--- src/rtl/prog_loader_pkg.sv ---
// Shared types and helpers for the UART program loader.
package prog_loader_pkg;

   typedef enum logic [2:0] {
      IDLE,
      LEN,
      DATA,
      CSUM,
      ERR
   } state_t;

   typedef enum logic [1:0] {
      RX_IDLE,
      RX_START,
      RX_DATA,
      RX_STOP
   } rx_state_t;

   localparam logic [7:0] SYNC_BYTE_DEF = 8'hA5;

   function automatic int unsigned cycles_per_bit(input int unsigned clk_hz,
                                                  input int unsigned baud);
      return clk_hz / baud;
   endfunction

endpackage

--- src/rtl/prog_loader_if.sv ---
// Program-memory write port driven by the loader.
interface prog_loader_if #(
   parameter int unsigned ADDR_W = 4
);
   logic              mem_we;
   logic [ADDR_W-1:0] mem_addr;
   logic [7:0]        mem_wdata;

   modport master (output mem_we, mem_addr, mem_wdata);
   modport slave  (input  mem_we, mem_addr, mem_wdata);
endinterface

--- src/rtl/prog_loader_uart_rx.sv ---
// 8N1 UART receiver: 2-flop synchroniser, half-bit start check, stop-bit check.
module uart_rx
   import prog_loader_pkg::*;
#(
   parameter int unsigned CYC_PER_BIT = 16
) (
   input  logic       clk,
   input  logic       rst_btn,
   input  logic       rx,
   output logic       byte_valid,
   output logic       frame_err,
   output logic [7:0] data
);
   localparam int unsigned CNT_W = $clog2(CYC_PER_BIT);
   localparam logic [CNT_W-1:0] HALF_LAST = CNT_W'(CYC_PER_BIT / 2 - 1);
   localparam logic [CNT_W-1:0] FULL_LAST = CNT_W'(CYC_PER_BIT - 1);

   logic [1:0]       sync_q;
   logic             rx_prev_q;
   logic             rx_s;
   logic             fall;
   rx_state_t        state_q, state_d;
   logic [CNT_W-1:0] cnt_q, cnt_d;
   logic [2:0]       bit_q, bit_d;
   logic [7:0]       shift_q, shift_d;
   logic             valid_d, ferr_d;

   assign rx_s = sync_q[1];
   assign fall = rx_prev_q & ~rx_s;
   assign data = shift_q;

   always_ff @(posedge clk) begin
      if (!rst_btn) begin
         sync_q     <= 2'b11;
         rx_prev_q  <= 1'b1;
         state_q    <= RX_IDLE;
         cnt_q      <= '0;
         bit_q      <= '0;
         shift_q    <= '0;
         byte_valid <= 1'b0;
         frame_err  <= 1'b0;
      end else begin
         sync_q     <= {sync_q[0], rx};
         rx_prev_q  <= rx_s;
         state_q    <= state_d;
         cnt_q      <= cnt_d;
         bit_q      <= bit_d;
         shift_q    <= shift_d;
         byte_valid <= valid_d;
         frame_err  <= ferr_d;
      end
   end

   always_comb begin
      state_d = state_q;
      cnt_d   = cnt_q + 1'b1;
      bit_d   = bit_q;
      shift_d = shift_q;
      valid_d = 1'b0;
      ferr_d  = 1'b0;
      case (state_q)
         RX_IDLE: begin
            cnt_d = '0;
            if (fall) state_d = RX_START;
         end
         RX_START: if (cnt_q == HALF_LAST) begin
            cnt_d   = '0;
            bit_d   = '0;
            state_d = rx_s ? RX_IDLE : RX_DATA;
         end
         RX_DATA: if (cnt_q == FULL_LAST) begin
            cnt_d   = '0;
            shift_d = {rx_s, shift_q[7:1]};
            bit_d   = bit_q + 1'b1;
            if (bit_q == 3'd7) state_d = RX_STOP;
         end
         RX_STOP: if (cnt_q == FULL_LAST) begin
            cnt_d   = '0;
            state_d = RX_IDLE;
            valid_d = rx_s;
            ferr_d  = ~rx_s;
         end
         default: state_d = RX_IDLE;
      endcase
   end

endmodule

--- src/rtl/prog_loader.sv ---
// UART-fed loader for the CPU program memory: sync, length, data, checksum.
// Optional inter-byte timeout enabled by defining PROG_LOADER_TIMEOUT_EN.
module prog_loader
   import prog_loader_pkg::*;
#(
   parameter int unsigned CLK_HZ      = 50000000,
   parameter int unsigned BAUD        = 9600,
   parameter int unsigned ADDR_W      = 4,
   parameter logic [7:0]  SYNC_BYTE   = SYNC_BYTE_DEF,
   parameter int unsigned TIMEOUT_CYC = CLK_HZ / 10
) (
   input  logic            clk,
   input  logic            rst_btn,
   input  logic            rx,
   prog_loader_if.master   mem,
   output logic            cpu_hold,
   output logic            cpu_rst,
   output logic            err
);
   localparam int unsigned DEPTH = 2 ** ADDR_W;
   localparam int unsigned CNT_W = ADDR_W + 1;

   logic              byte_valid, frame_err, to_hit;
   logic [7:0]        rx_data;
   state_t            state_q, state_d;
   logic [CNT_W-1:0]  cnt_q, cnt_d;
   logic [ADDR_W-1:0] addr_q, addr_d, maddr_q, maddr_d;
   logic [7:0]        sum_q, sum_d, wdata_q, wdata_d;
   logic              we_q, we_d, crst_q, crst_d, err_q, err_d, hold_q, hold_d;

   uart_rx #(.CYC_PER_BIT(cycles_per_bit(CLK_HZ, BAUD))) u_rx (
      .clk        (clk),
      .rst_btn    (rst_btn),
      .rx         (rx),
      .byte_valid (byte_valid),
      .frame_err  (frame_err),
      .data       (rx_data)
   );

`ifdef PROG_LOADER_TIMEOUT_EN
   logic [31:0] to_q;
   always_ff @(posedge clk) begin
      if (!rst_btn || byte_valid || frame_err || state_q == IDLE || state_q == ERR)
         to_q <= '0;
      else if (!to_hit)
         to_q <= to_q + 1'b1;
   end
   assign to_hit = (to_q == 32'(TIMEOUT_CYC));
`else
   assign to_hit = 1'b0;
`endif

   always_ff @(posedge clk) begin
      if (!rst_btn) begin
         state_q <= IDLE;
         cnt_q   <= '0;
         addr_q  <= '0;
         sum_q   <= '0;
         we_q    <= 1'b0;
         maddr_q <= '0;
         wdata_q <= '0;
         crst_q  <= 1'b0;
         err_q   <= 1'b0;
         hold_q  <= 1'b0;
      end else begin
         state_q <= state_d;
         cnt_q   <= cnt_d;
         addr_q  <= addr_d;
         sum_q   <= sum_d;
         we_q    <= we_d;
         maddr_q <= maddr_d;
         wdata_q <= wdata_d;
         crst_q  <= crst_d;
         err_q   <= err_d;
         hold_q  <= hold_d;
      end
   end

   always_comb begin
      state_d = state_q;
      cnt_d   = cnt_q;
      addr_d  = addr_q;
      sum_d   = sum_q;
      we_d    = 1'b0;
      maddr_d = maddr_q;
      wdata_d = wdata_q;
      crst_d  = 1'b0;
      err_d   = err_q;
      case (state_q)
         IDLE, ERR: if (byte_valid && rx_data == SYNC_BYTE) begin
            state_d = LEN;
            err_d   = 1'b0;
         end
         LEN: if (byte_valid) begin
            if (rx_data == 8'd0 || 32'(rx_data) > DEPTH) begin
               state_d = ERR;
            end else begin
               cnt_d   = CNT_W'(rx_data);
               addr_d  = '0;
               sum_d   = '0;
               state_d = DATA;
            end
         end
         DATA: if (byte_valid) begin
            we_d    = 1'b1;
            maddr_d = addr_q;
            wdata_d = rx_data;
            sum_d   = sum_q + rx_data;
            addr_d  = addr_q + 1'b1;
            cnt_d   = cnt_q - 1'b1;
            if (cnt_q == CNT_W'(1)) state_d = CSUM;
         end
         CSUM: if (byte_valid) begin
            if (rx_data == sum_q) begin
               state_d = IDLE;
               crst_d  = 1'b1;
            end else begin
               state_d = ERR;
            end
         end
         default: state_d = IDLE;
      endcase
      // A byte landing on the timeout cycle still counts; the timeout only fires when idle.
      if ((state_q == LEN || state_q == DATA || state_q == CSUM) &&
          (frame_err || (to_hit && !byte_valid)))
         state_d = ERR;
      if (state_d == ERR) err_d = 1'b1;
      hold_d = (state_d != IDLE);
   end

   assign mem.mem_we    = we_q;
   assign mem.mem_addr  = maddr_q;
   assign mem.mem_wdata = wdata_q;
   assign cpu_hold      = hold_q;
   assign cpu_rst       = crst_q;
   assign err           = err_q;

endmodule
--- src/flat_wrapper.sv ---
// flat-port wrapper written by rule: the top's interface ports become plain ports
module prog_loader_flat import prog_loader_pkg::*;
#(
   parameter int unsigned CLK_HZ      = 50000000,
   parameter int unsigned BAUD        = 9600,
   parameter int unsigned ADDR_W      = 4,
   parameter logic [7:0]  SYNC_BYTE   = SYNC_BYTE_DEF,
   parameter int unsigned TIMEOUT_CYC = CLK_HZ / 10
)
  (clk, rst_btn, rx, cpu_hold, cpu_rst, err, mem_mem_we, mem_mem_addr, mem_mem_wdata);
  prog_loader_if #(.ADDR_W(ADDR_W)) mem_i ();
  input  logic clk;
  input  logic rst_btn;
  input  logic rx;
  output logic cpu_hold;
  output logic cpu_rst;
  output logic err;
  output wire logic [$bits(mem_i.mem_we)-1:0] mem_mem_we;
  output wire logic [$bits(mem_i.mem_addr)-1:0] mem_mem_addr;
  output wire logic [$bits(mem_i.mem_wdata)-1:0] mem_mem_wdata;
  assign mem_mem_we = mem_i.mem_we;
  assign mem_mem_addr = mem_i.mem_addr;
  assign mem_mem_wdata = mem_i.mem_wdata;
  prog_loader #(.CLK_HZ(CLK_HZ), .BAUD(BAUD), .ADDR_W(ADDR_W), .SYNC_BYTE(SYNC_BYTE), .TIMEOUT_CYC(TIMEOUT_CYC)) u_core (.clk(clk), .rst_btn(rst_btn), .rx(rx), .mem(mem_i), .cpu_hold(cpu_hold), .cpu_rst(cpu_rst), .err(err));
endmodule
--- config.mk ---
export PLATFORM = sky130hd
export DESIGN_NAME = prog_loader_flat
export DESIGN_NICKNAME = d
export VERILOG_FILES = /design/src/rtl/prog_loader_pkg.sv /design/src/rtl/prog_loader_if.sv /design/src/rtl/prog_loader_uart_rx.sv /design/src/rtl/prog_loader.sv /design/src/flat_wrapper.sv
export SDC_FILE = /design/constraint.sdc
export NUM_CORES = 1
export LEC_CHECK = 0
export ABC_CLOCK_PERIOD_IN_PS = 2250
export BUFFER_PORTS_ARGS = -buffer_cell sky130_fd_sc_hd__buf_2
export CAP_MARGIN = 0
export CORE_AREA = 2 2 79 81
export CTS_BUF_LIST = sky130_fd_sc_hd__clkbuf_8
export CTS_CLUSTER_SIZE = 28
export DETAILED_ROUTE_END_ITERATION = 8
export DIE_AREA = 0 0 81 83
export PLACE_DENSITY = 0.73
export SLEW_MARGIN = 5
export SYNTH_ARGS = -nofsm -noshare
export SYNTH_HDL_FRONTEND = slang
export SYNTH_SLANG_ARGS = --single-unit
--- constraint.sdc ---
create_clock -name clk -period 2.25 [get_ports clk]
set_input_delay 0.225 -clock clk [delete_from_list [all_inputs] [get_ports clk]]
set_output_delay 0.225 -clock clk [all_outputs]
set_load 0.005 [all_outputs]
Yosys cells after proc, flatten, opt, wreduce, memory -nomap -nowiden
Cells that the tools add are included.
{ "word_totals": {"inputBits": 3, "ff_bits": 67, "word_cells": 111} }
{ "op_classes": {"eq_ne": 22, "n_mux": 39, "bitwise": 2, "magnitude_cmp": 1, "reduce_logical": 24, "add_sub_neg": 5} }
{ "op_table": {"columns": ["cell", "n"], "rows": [
  ["$pmux W13 S3", 1],
  ["$mux W3", 10],
  ["$mux W13", 2],
  ["$mux W8", 3],
  ["$ne A2 B2 Y1 const B", 8],
  ["$pmux W8 S2", 1],
  ["$mux W5", 3],
  ["$add A13 B1 Y13 const B", 1],
  ["$eq A13 B12 Y1 const B", 1],
  ["$eq A13 B13 Y1 const B", 1],
  ["$mux W2", 6],
  ["$mux W4", 3],
  ["$pmux W3 S4", 1],
  ["$pmux W5 S2", 1],
  ["$eq A3 B3 Y1 const B", 3],
  ["$reduce_and A3 Y1", 3],
  ["$add A8 B8 Y8", 1],
  ["$eq A8 B8 Y1", 1],
  ["$eq A8 B8 Y1 const B", 1],
  ["$gt A8 B5 Y1 const B", 1],
  ["$logic_not A8 Y1", 1],
  ["$pmux W2 S4", 1],
  ["$pmux W4 S2", 1],
  ["$reduce_and A2 Y1", 4],
  ["other kinds (21)", 34]
]} }

Longest topological paths before layout
Gate-level depths: netlist (run 1).
{ "depth": {"ltp_word": 9, "depth_mapped": 8, "mapped_depth_nobuf": 7} }

Hierarchy
Synthesis (run 1) repeated with hierarchy kept, for this count alone.
{ "unflattened": {"cells_unflattened": 355, "hier_area_um2": 3223.1} }
{ "modules_own_cells": {"columns": ["mod", "area_per_inst_um2", "instances", "cells_per_inst"], "rows": [
  ["prog_loader", 1808.0, 1, 213],
  ["uart_rx", 1415.1, 1, 142]
]} }

Least setup slack after synthesis (run 1)
Ideal clock, no wire load.
{ "synth_timing": {"path_kind": "reg-to-reg", "from": "register u_core.u_rx.cnt_q[3]", "to": "register u_core.u_rx.cnt_q[12]", "period_less_slack_ns": 1.917, "setup_slack_ns": 0.333, "path_stages_with_launch": 7, "n_path_buf": 1, "setup_time_ns": 0.115, "t_arrival_ns": 1.803, "cell_sequence": "dfxtp_1 -> or4b_4 -> or4_4 -> a22o_1 -> nand2_2 -> buf_6 -> nor2_1"} }
{ "synth_between": {"elab_chain_cells": 3} }
{ "synth_lines": {"columns": ["element", "line", "source"], "rows": [
  ["start, declared", "prog_loader_uart_rx.sv:23", "logic [CNT_W-1:0] cnt_q, cnt_d;"],
  ["start signal, assigned", "prog_loader_uart_rx.sv:46", "cnt_q <= cnt_d;"],
  ["$add A13 B1 Y13, or another cell as far along", "prog_loader_uart_rx.sv:56", "cnt_d = cnt_q + 1'b1;"],
  ["$mux W13, on equally long branches", "prog_loader_uart_rx.sv:71, prog_loader_uart_rx.sv:77, prog_loader_uart_rx.sv:66", null],
  ["$pmux W13 S3 (*)", "prog_loader_uart_rx.sv:61", "case (state_q)"]
]} }
Mark *: on every way between the ends. The rest lies on a longest branch, timed or not.
A chain may end at the register's enable or synchronous reset.

Worst setup path in the final report (run 1)
{ "layout_timing": {"from": "register u_core.u_rx.cnt_q[3]", "to": "register u_core.u_rx.cnt_q[11]"} }
The elaborated chain is that of the path after synthesis.

==> impl_metrics.env, run 1 <==
export IMPL_status="complete, no violations"
export IMPL_core_mm2=0.00582
export IMPL_cp_cell_sequence="or4b_4 > or4_4 > a22o_1 > nand2_2 > nor2_1"
export IMPL_drc=0
export IMPL_place_hpwl_um=4560
export IMPL_cellPowerDensity_mw_per_mm2=617
export IMPL_post_route_util_pct=61.6
export IMPL_gp_congestion=0.824
export IMPL_cp_end_kind="register"
export IMPL_start_util_pct=54.8
export IMPL_cp_slowest_cell="or4b_4"
export IMPL_ys_flop_type="dfxtp_1"
export IMPL_area_delta_synth_final_pct=12.3
export IMPL_rows=28
export IMPL_yosysUniqueCellTypes=52
export IMPL_setup_tns_ns=0
export IMPL_finalPower_mw=2.21
export IMPL_die_y_um=83
export IMPL_crit_type="reg2reg"
export IMPL_max_stage_delay_ns=0.53
export IMPL_grt_pass1_vias=2425
export IMPL_syn_inst=380
export IMPL_yosysSeqAreaShare_pct=42.1
export IMPL_insertedDiodeCount=0
export IMPL_grt_start_max_net_pins=23
export IMPL_setup_worst_path_start_class="register"
export IMPL_cts_buffer_depth=2
export IMPL_synth_avg_cell_area_um2=8.39
export IMPL_ant_nets=0
export IMPL_synth_async_reset_ratio_pct=0
export IMPL_antenna_found_initial=0
export IMPL_cp_buffers_inverters=0
export IMPL_hold_class="in2reg"
export IMPL_yosys_warnings=0
export IMPL_cap_violations=0
export IMPL_totalWireLength_um=6570
export IMPL_min_path_cells=2
export IMPL_nets=419
export IMPL_dp_cells=466
export IMPL_cts_tree="built"
export IMPL_synth_most_common_cell="dfxtp_1"
export IMPL_yosysTopAreaCellShare_pct=42.1
export IMPL_synth_commonest_cells="dfxtp_1, nand2_1, nor2_1, a21oi_1, nand3_1"
export IMPL_cts_reportedPaths_clkPinSlew_ns=0.07
export IMPL_dieWidth_um=81
export IMPL_cp_max_fo=12
export IMPL_drt_initial_drc_count=200
export IMPL_period_share_pct=89.5
export IMPL_htreeDepth=3
export IMPL_tightest_slew_ns=0.602
export IMPL_grtUsageTotal_pct=20.9
export IMPL_ys_top_cells_by_area="dfxtp_1, nand2_1, ha_1, nor2_1, a21oi_1"
export IMPL_vias=2669
export IMPL_cpLargestDelayFamily="simple AND/OR/NAND/NOR gates"
export IMPL_grt_ovfl_total=0
export IMPL_period_needed_ns=2.01
export IMPL_setup_ws_ns=0.237
export IMPL_clock_sinks=67
export IMPL_maxSlewViolCount=0
export IMPL_postCtsSetupBuffers=0
export IMPL_die_area_mm2=0.00672
export IMPL_r2r_start="u_core.u_rx.cnt_q[3]$_SDFF_PN0_"
export IMPL_hold_slack_ns=0.0721
export IMPL_port_buffers=18
export IMPL_synth_fp_nets=397
export IMPL_final_cells=482
export IMPL_worstHoldStart="rx"
export IMPL_dpl_cell_area_mm2=0.00339
export IMPL_finalInstanceArea_mm2=0.00358
export IMPL_finClkSkew_ns=0.00481
export IMPL_wire_per_inst_um=13.6
export IMPL_ios=19
export IMPL_grt_pass1_wl_um=11200
export IMPL_yosysTopAreaCell="dfxtp_1"
export IMPL_max_freq_mhz=497
export IMPL_holdBufCountCts=0
export IMPL_syn_cell_area_mm2=0.00319
export IMPL_p_leak_nw=1.44
export IMPL_ctsResizeCount=0
export IMPL_startpoint="u_core.u_rx.cnt_q[3]$_SDFF_PN0_"
export IMPL_firstDrtPassIters=4
export IMPL_cp_arrival_ns=2.24
export IMPL_clock_tree_root_cell="clkbuf_8"
export IMPL_worstPathRequired_ns=2.48
export IMPL_setup_viol=0
export IMPL_irDropWorstVdd_mv=0.436
export IMPL_seqCellArea_mm2=0.00134
export IMPL_pre_cts_slack_ns=0.220
export IMPL_synth_seq_cells=67
export IMPL_layout_drive_gt1_share_pct=14.3
export IMPL_synth_edf_count=0
export IMPL_multiInputGateArea_mm2=0.00173
export IMPL_fill_cells=539
export IMPL_rsz0062_at_grt="false"
export IMPL_cts_buffers=9
export IMPL_relSlewSlack_pct=59.8
export IMPL_viasPerCell=5.54
export IMPL_crit_cells=5
export IMPL_clk_latency_ns=0.34
export IMPL_hold_viol_final=0
export IMPL_reg2reg_depth=5
-- state kept, by name, indices dropped and copies added, names as in the netlist, named ones only --
| register | count |
|---|---|
| u_core.u_rx.data | 8 |
| u_core.cpu_hold | 1 |
| u_core.mem.mem_we | 1 |
| u_core.u_rx.state_q | 1 |
| u_core.u_rx.rx_prev_q | 1 |
| u_core.u_rx.sync_q | 2 |
| u_core.u_rx.byte_valid | 1 |
| u_core.mem.mem_wdata | 8 |
| u_core.u_rx.bit_q | 3 |
| u_core.addr_q | 4 |
| u_core.mem.mem_addr | 4 |
| u_core.u_rx.frame_err | 1 |
| u_core.cnt_q | 5 |
| u_core.sum_q | 8 |
| u_core.u_rx.cnt_q | 13 |
| u_core.cpu_rst | 1 |
| u_core.err | 1 |
| u_core.state_q | 3 |
-- per-layer routing --
metal | track usage (%) | share of wire (%) | vias up
li1 | - | - | 1367
met4 | 8.32 | 1.6 | 0
met2 | 31.3 | 45 | 39
met3 | 3.70 | 3.3 | 10
met1 | 29.7 | 50 | 1253
met5 | 0 | 0 | -
-- worst paths after layout --
check	to	slack (ns)
max	u_core.u_rx.cnt_q[11]$_SDFF_PN0_	0.24
min reg2reg	u_core.u_rx.sync_q[1]$_SDFF_PN1_	0.42
max reg2reg	u_core.u_rx.cnt_q[11]$_SDFF_PN0_	0.24
min	u_core.u_rx.sync_q[0]$_SDFF_PN1_	0.07
-- placed cells by master (no fill, tap or decap), types with 2 or more instances in the layout --
cell type | netlist | routed
a21o_1 | 2 | 2
a21oi_1 | 30 | 30
a31oi_1 | 3 | 3
and2_1 | 3 | 3
and3_1 | 2 | 2
buf_2 | 1 | 18
buf_4 | 0 | 13
clkbuf_8 | 0 | 10
clkinv_2 | 0 | 3
dfxtp_1 | 67 | 67
ha_1 | 13 | 13
inv_1 | 9 | 10
mux2i_1 | 11 | 11
nand2_1 | 52 | 52
nand2_2 | 2 | 2
nand2b_1 | 5 | 5
nand3_1 | 21 | 21
nand3b_1 | 3 | 3
nand4_1 | 9 | 9
nor2_1 | 43 | 43
nor2b_1 | 5 | 5
nor3_1 | 8 | 8
nor3b_1 | 3 | 3
nor4_1 | 4 | 4
nor4b_1 | 5 | 5
o2111ai_1 | 2 | 2
o211ai_1 | 2 | 2
o21ai_0 | 8 | 8
or2_2 | 4 | 4
or3_1 | 4 | 4
xnor2_1 | 9 | 9
xor2_1 | 10 | 10
-- layout make-up --
type | instances | area share (%)
Timing Repair Buffer | 31 | 5.24
Clock buffer | 10 | 3.84
Clock inverter | 6 | 1.57
Sequential cell | 67 | 37.5
Multi-Input combinational cell | 284 | 48.3
Tap cell | 75 | 2.62
Inverter | 9 | 0.944
-- cells by family (layout without fill, tap and decap cells) --
logic type               Yosys count  count (layout)  share of synthesized area [%]
XOR/XNOR                          19              19                           5.22
flip-flops                        67              67                           42.1
AO/OA/AOI/OAI                     60              60                           11.6
adder cells (fa/ha/maj)           14              14                           5.73
AND/OR/NAND/NOR                  180             180                           28.3
buffers and inverters             29              56                           3.69
multiplexers                      11              11                           3.45
-- power by group --
group,leakage (nW),switching (mW),total [mW],internal [mW]
logic,0.793,0.0241,0.0321,0.00801
clock network,0.103,0.455,0.987,0.532
registers,0.540,0.00270,1.19,1.19
No activity file was read; power rests on OpenSTA's default activity.
==> inputs of run 2 (changes only) <==
==> constraint.sdc (replaced) <==
create_clock -name clk -period 2.25 [get_ports clk]
set_input_delay 0.45 -clock clk [delete_from_list [all_inputs] [get_ports clk]]
set_output_delay 0.45 -clock clk [all_outputs]
set_load 0.005 [all_outputs]
==> impl_metrics.env, run 2 (same netlist as run 1, synthesis figures left out) <==
export IMPL_status="complete, no violations"
export IMPL_vias=2681
export IMPL_crit_type="reg2reg"
export IMPL_ant_nets=0
export IMPL_hold_slack_ns=0.287
export IMPL_worstPathRequired_ns=2.48
export IMPL_nets=419
export IMPL_die_area_mm2=0.00672
export IMPL_grtUsageTotal_pct=21.8
export IMPL_worstHoldStart="rx"
export IMPL_start_util_pct=54.8
export IMPL_drt_initial_drc_count=132
export IMPL_totalWireLength_um=6640
export IMPL_final_cell_mix="dfxtp_1, nand2_1, nor2_1"
export IMPL_largest_reg_flops=13
export IMPL_cts_buffer_depth=2
export IMPL_final_common_cell="dfxtp_1"
export IMPL_top_register="u_core.u_rx.cnt_q"
export IMPL_cp_buffers_inverters=0
export IMPL_relSlewSlack_pct=56.7
export IMPL_clock_sinks=67
export IMPL_clk_latency_ns=0.35
export IMPL_rsz0062_at_grt="false"
export IMPL_finalInstanceArea_mm2=0.00356
export IMPL_grt_pass1_vias=2537
export IMPL_reg2reg_depth=5
export IMPL_viasPerCell=5.57
export IMPL_r2r_start="u_core.u_rx.cnt_q[10]$_SDFF_PN0_"
export IMPL_cp_cell_sequence="or4b_4 > or4_4 > a22o_1 > nand2_2 > nor2_1"
export IMPL_core_mm2=0.00582
export IMPL_antenna_found_initial=0
export IMPL_port_buffers=18
export IMPL_irDropWorstVdd_mv=0.395
export IMPL_r2r_end="u_core.u_rx.cnt_q[6]$_SDFF_PN0_"
export IMPL_hold_class="in2reg"
export IMPL_cp_slowest_cell="or4b_4"
export IMPL_firstDrtPassIters=4
export IMPL_final_cells=481
export IMPL_seqCellArea_mm2=0.00134
export IMPL_drc=0
export IMPL_grt_start_max_net_pins=23
export IMPL_period_needed_ns=2.05
export IMPL_rrSetupSlack_ns=0.20
export IMPL_cts_reportedPaths_clkPinSlew_ns=0.07
export IMPL_min_path_cells=2
export IMPL_p_leak_nw=1.43
export IMPL_ios=19
export IMPL_htreeDepth=3
export IMPL_rows=28
export IMPL_cap_violations=0
export IMPL_setup_viol=0
export IMPL_fill_cells=530
export IMPL_maxSlewViolCount=0
export IMPL_cpLargestDelayFamily="simple AND/OR/NAND/NOR gates"
export IMPL_cellPowerDensity_mw_per_mm2=583
export IMPL_die_y_um=83
export IMPL_place_hpwl_um=4580
export IMPL_grt_ovfl_total=0
export IMPL_finClkSkew_ns=0.00963
export IMPL_cp_end_kind="register"
export IMPL_holdBufCountCts=0
export IMPL_postCtsSetupBuffers=0
export IMPL_grt_pass1_wl_um=11600
export IMPL_clock_tree_root_cell="clkbuf_8"
export IMPL_max_freq_mhz=488
export IMPL_max_stage_delay_ns=0.50
export IMPL_cts_buffers=9
export IMPL_gp_congestion=0.811
export IMPL_crit_cells=5
export IMPL_dpl_cell_area_mm2=0.00340
export IMPL_layout_drive_gt1_share_pct=14.0
export IMPL_dp_cells=466
export IMPL_cts_tree="built"
export IMPL_cp_max_fo=12
export IMPL_hold_viol_final=0
export IMPL_dieWidth_um=81
export IMPL_tightest_slew_ns=0.648
export IMPL_period_share_pct=91.1
export IMPL_setup_tns_ns=0
export IMPL_holdPathEnd="u_core.u_rx.sync_q[0]$_SDFF_PN1_"
export IMPL_multiInputGateArea_mm2=0.00174
export IMPL_wire_per_inst_um=13.8
export IMPL_cp_arrival_ns=2.28
export IMPL_area_delta_synth_final_pct=11.8
export IMPL_setup_worst_path_start_class="register"
export IMPL_insertedDiodeCount=0
==> run 2: changes by cell type in the layout (fill, tap and decap cells not counted), sizes merged <==
| cell | previous run | this run |
|---|---|---|
| clkinvlp | 1 | 0 |
| bufinv | 1 | 0 |
| inv | 10 | 11 |
==> run 2: stage by stage <==
stage          setup slack (ns)  power (mW)  util [%]
2_1_floorplan             0.333        1.24         -
3_3_place_gp              0.264        1.25      58.4
3_5_place_dp              0.209        1.25      58.4
4_1_cts                   0.186        2.10      61.2
5_1_grt                   0.128        2.15      61.3
6_report                  0.201        2.08      61.3
==> run 2: how the worst max path moves through the flow <==
| stage | startpoint | to | slack, ns |
|---|---|---|---|
| floorplan | u_core.u_rx.cnt_q[3]$_SDFF_PN0_ | u_core.u_rx.cnt_q[12]$_SDFF_PN0_ | 0.33 |
| global placement | u_core.u_rx.cnt_q[3]$_SDFF_PN0_ | u_core.u_rx.bit_q[0]$_SDFFE_PN0P_ | 0.26 |
| detailed placement | u_core.u_rx.cnt_q[3]$_SDFF_PN0_ | u_core.u_rx.bit_q[2]$_SDFFE_PN0P_ | 0.21 |
| CTS | u_core.u_rx.cnt_q[3]$_SDFF_PN0_ | u_core.u_rx.bit_q[2]$_SDFFE_PN0P_ | 0.19 |
| global route | u_core.u_rx.cnt_q[3]$_SDFF_PN0_ | u_core.u_rx.cnt_q[11]$_SDFF_PN0_ | 0.13 |
| finish | u_core.u_rx.cnt_q[10]$_SDFF_PN0_ | u_core.u_rx.cnt_q[6]$_SDFF_PN0_ | 0.20 |
==> run 2: routing by layer <==
| metal | vias up | track usage, % | wire (um) |
|---|---|---|---|
| li1 | 1364 | - | - |
| met1 | 1248 | 29.4 | 3160 |
| met2 | 58 | 33.6 | 3080 |
| met3 | 11 | 4.02 | 268 |
| met4 | 0 | 10.2 | 134 |
| met5 | - | 0 | 0 |
==> run 2: timing repair <==
item / CTS / global route
setup endpoints to repair: 0 / 2
gates resized for setup: 0 / 1
endpoints found under the hold margin: 0 / 0
==> run 2: final cells by class <==
| class | count | area share, % |
|---|---|---|
| clock buffers | 10 | 3.86 |
| flip-flops and latches | 67 | 37.6 |
| repair buffers | 31 | 5.62 |
| well taps | 75 | 2.63 |
| clock inverters | 5 | 0.632 |
| multi-input cells | 284 | 48.7 |
| inverters | 9 | 0.948 |
==> run 2: report_power, final <==
| part | internal [mW] | switching (mW) |
|---|---|---|
| Combinational | 0.0103 | 0.0245 |
| Sequential | 1.19 | 0.00302 |
| Clock | 0.410 | 0.440 |
| Total | 1.61 | 0.467 |
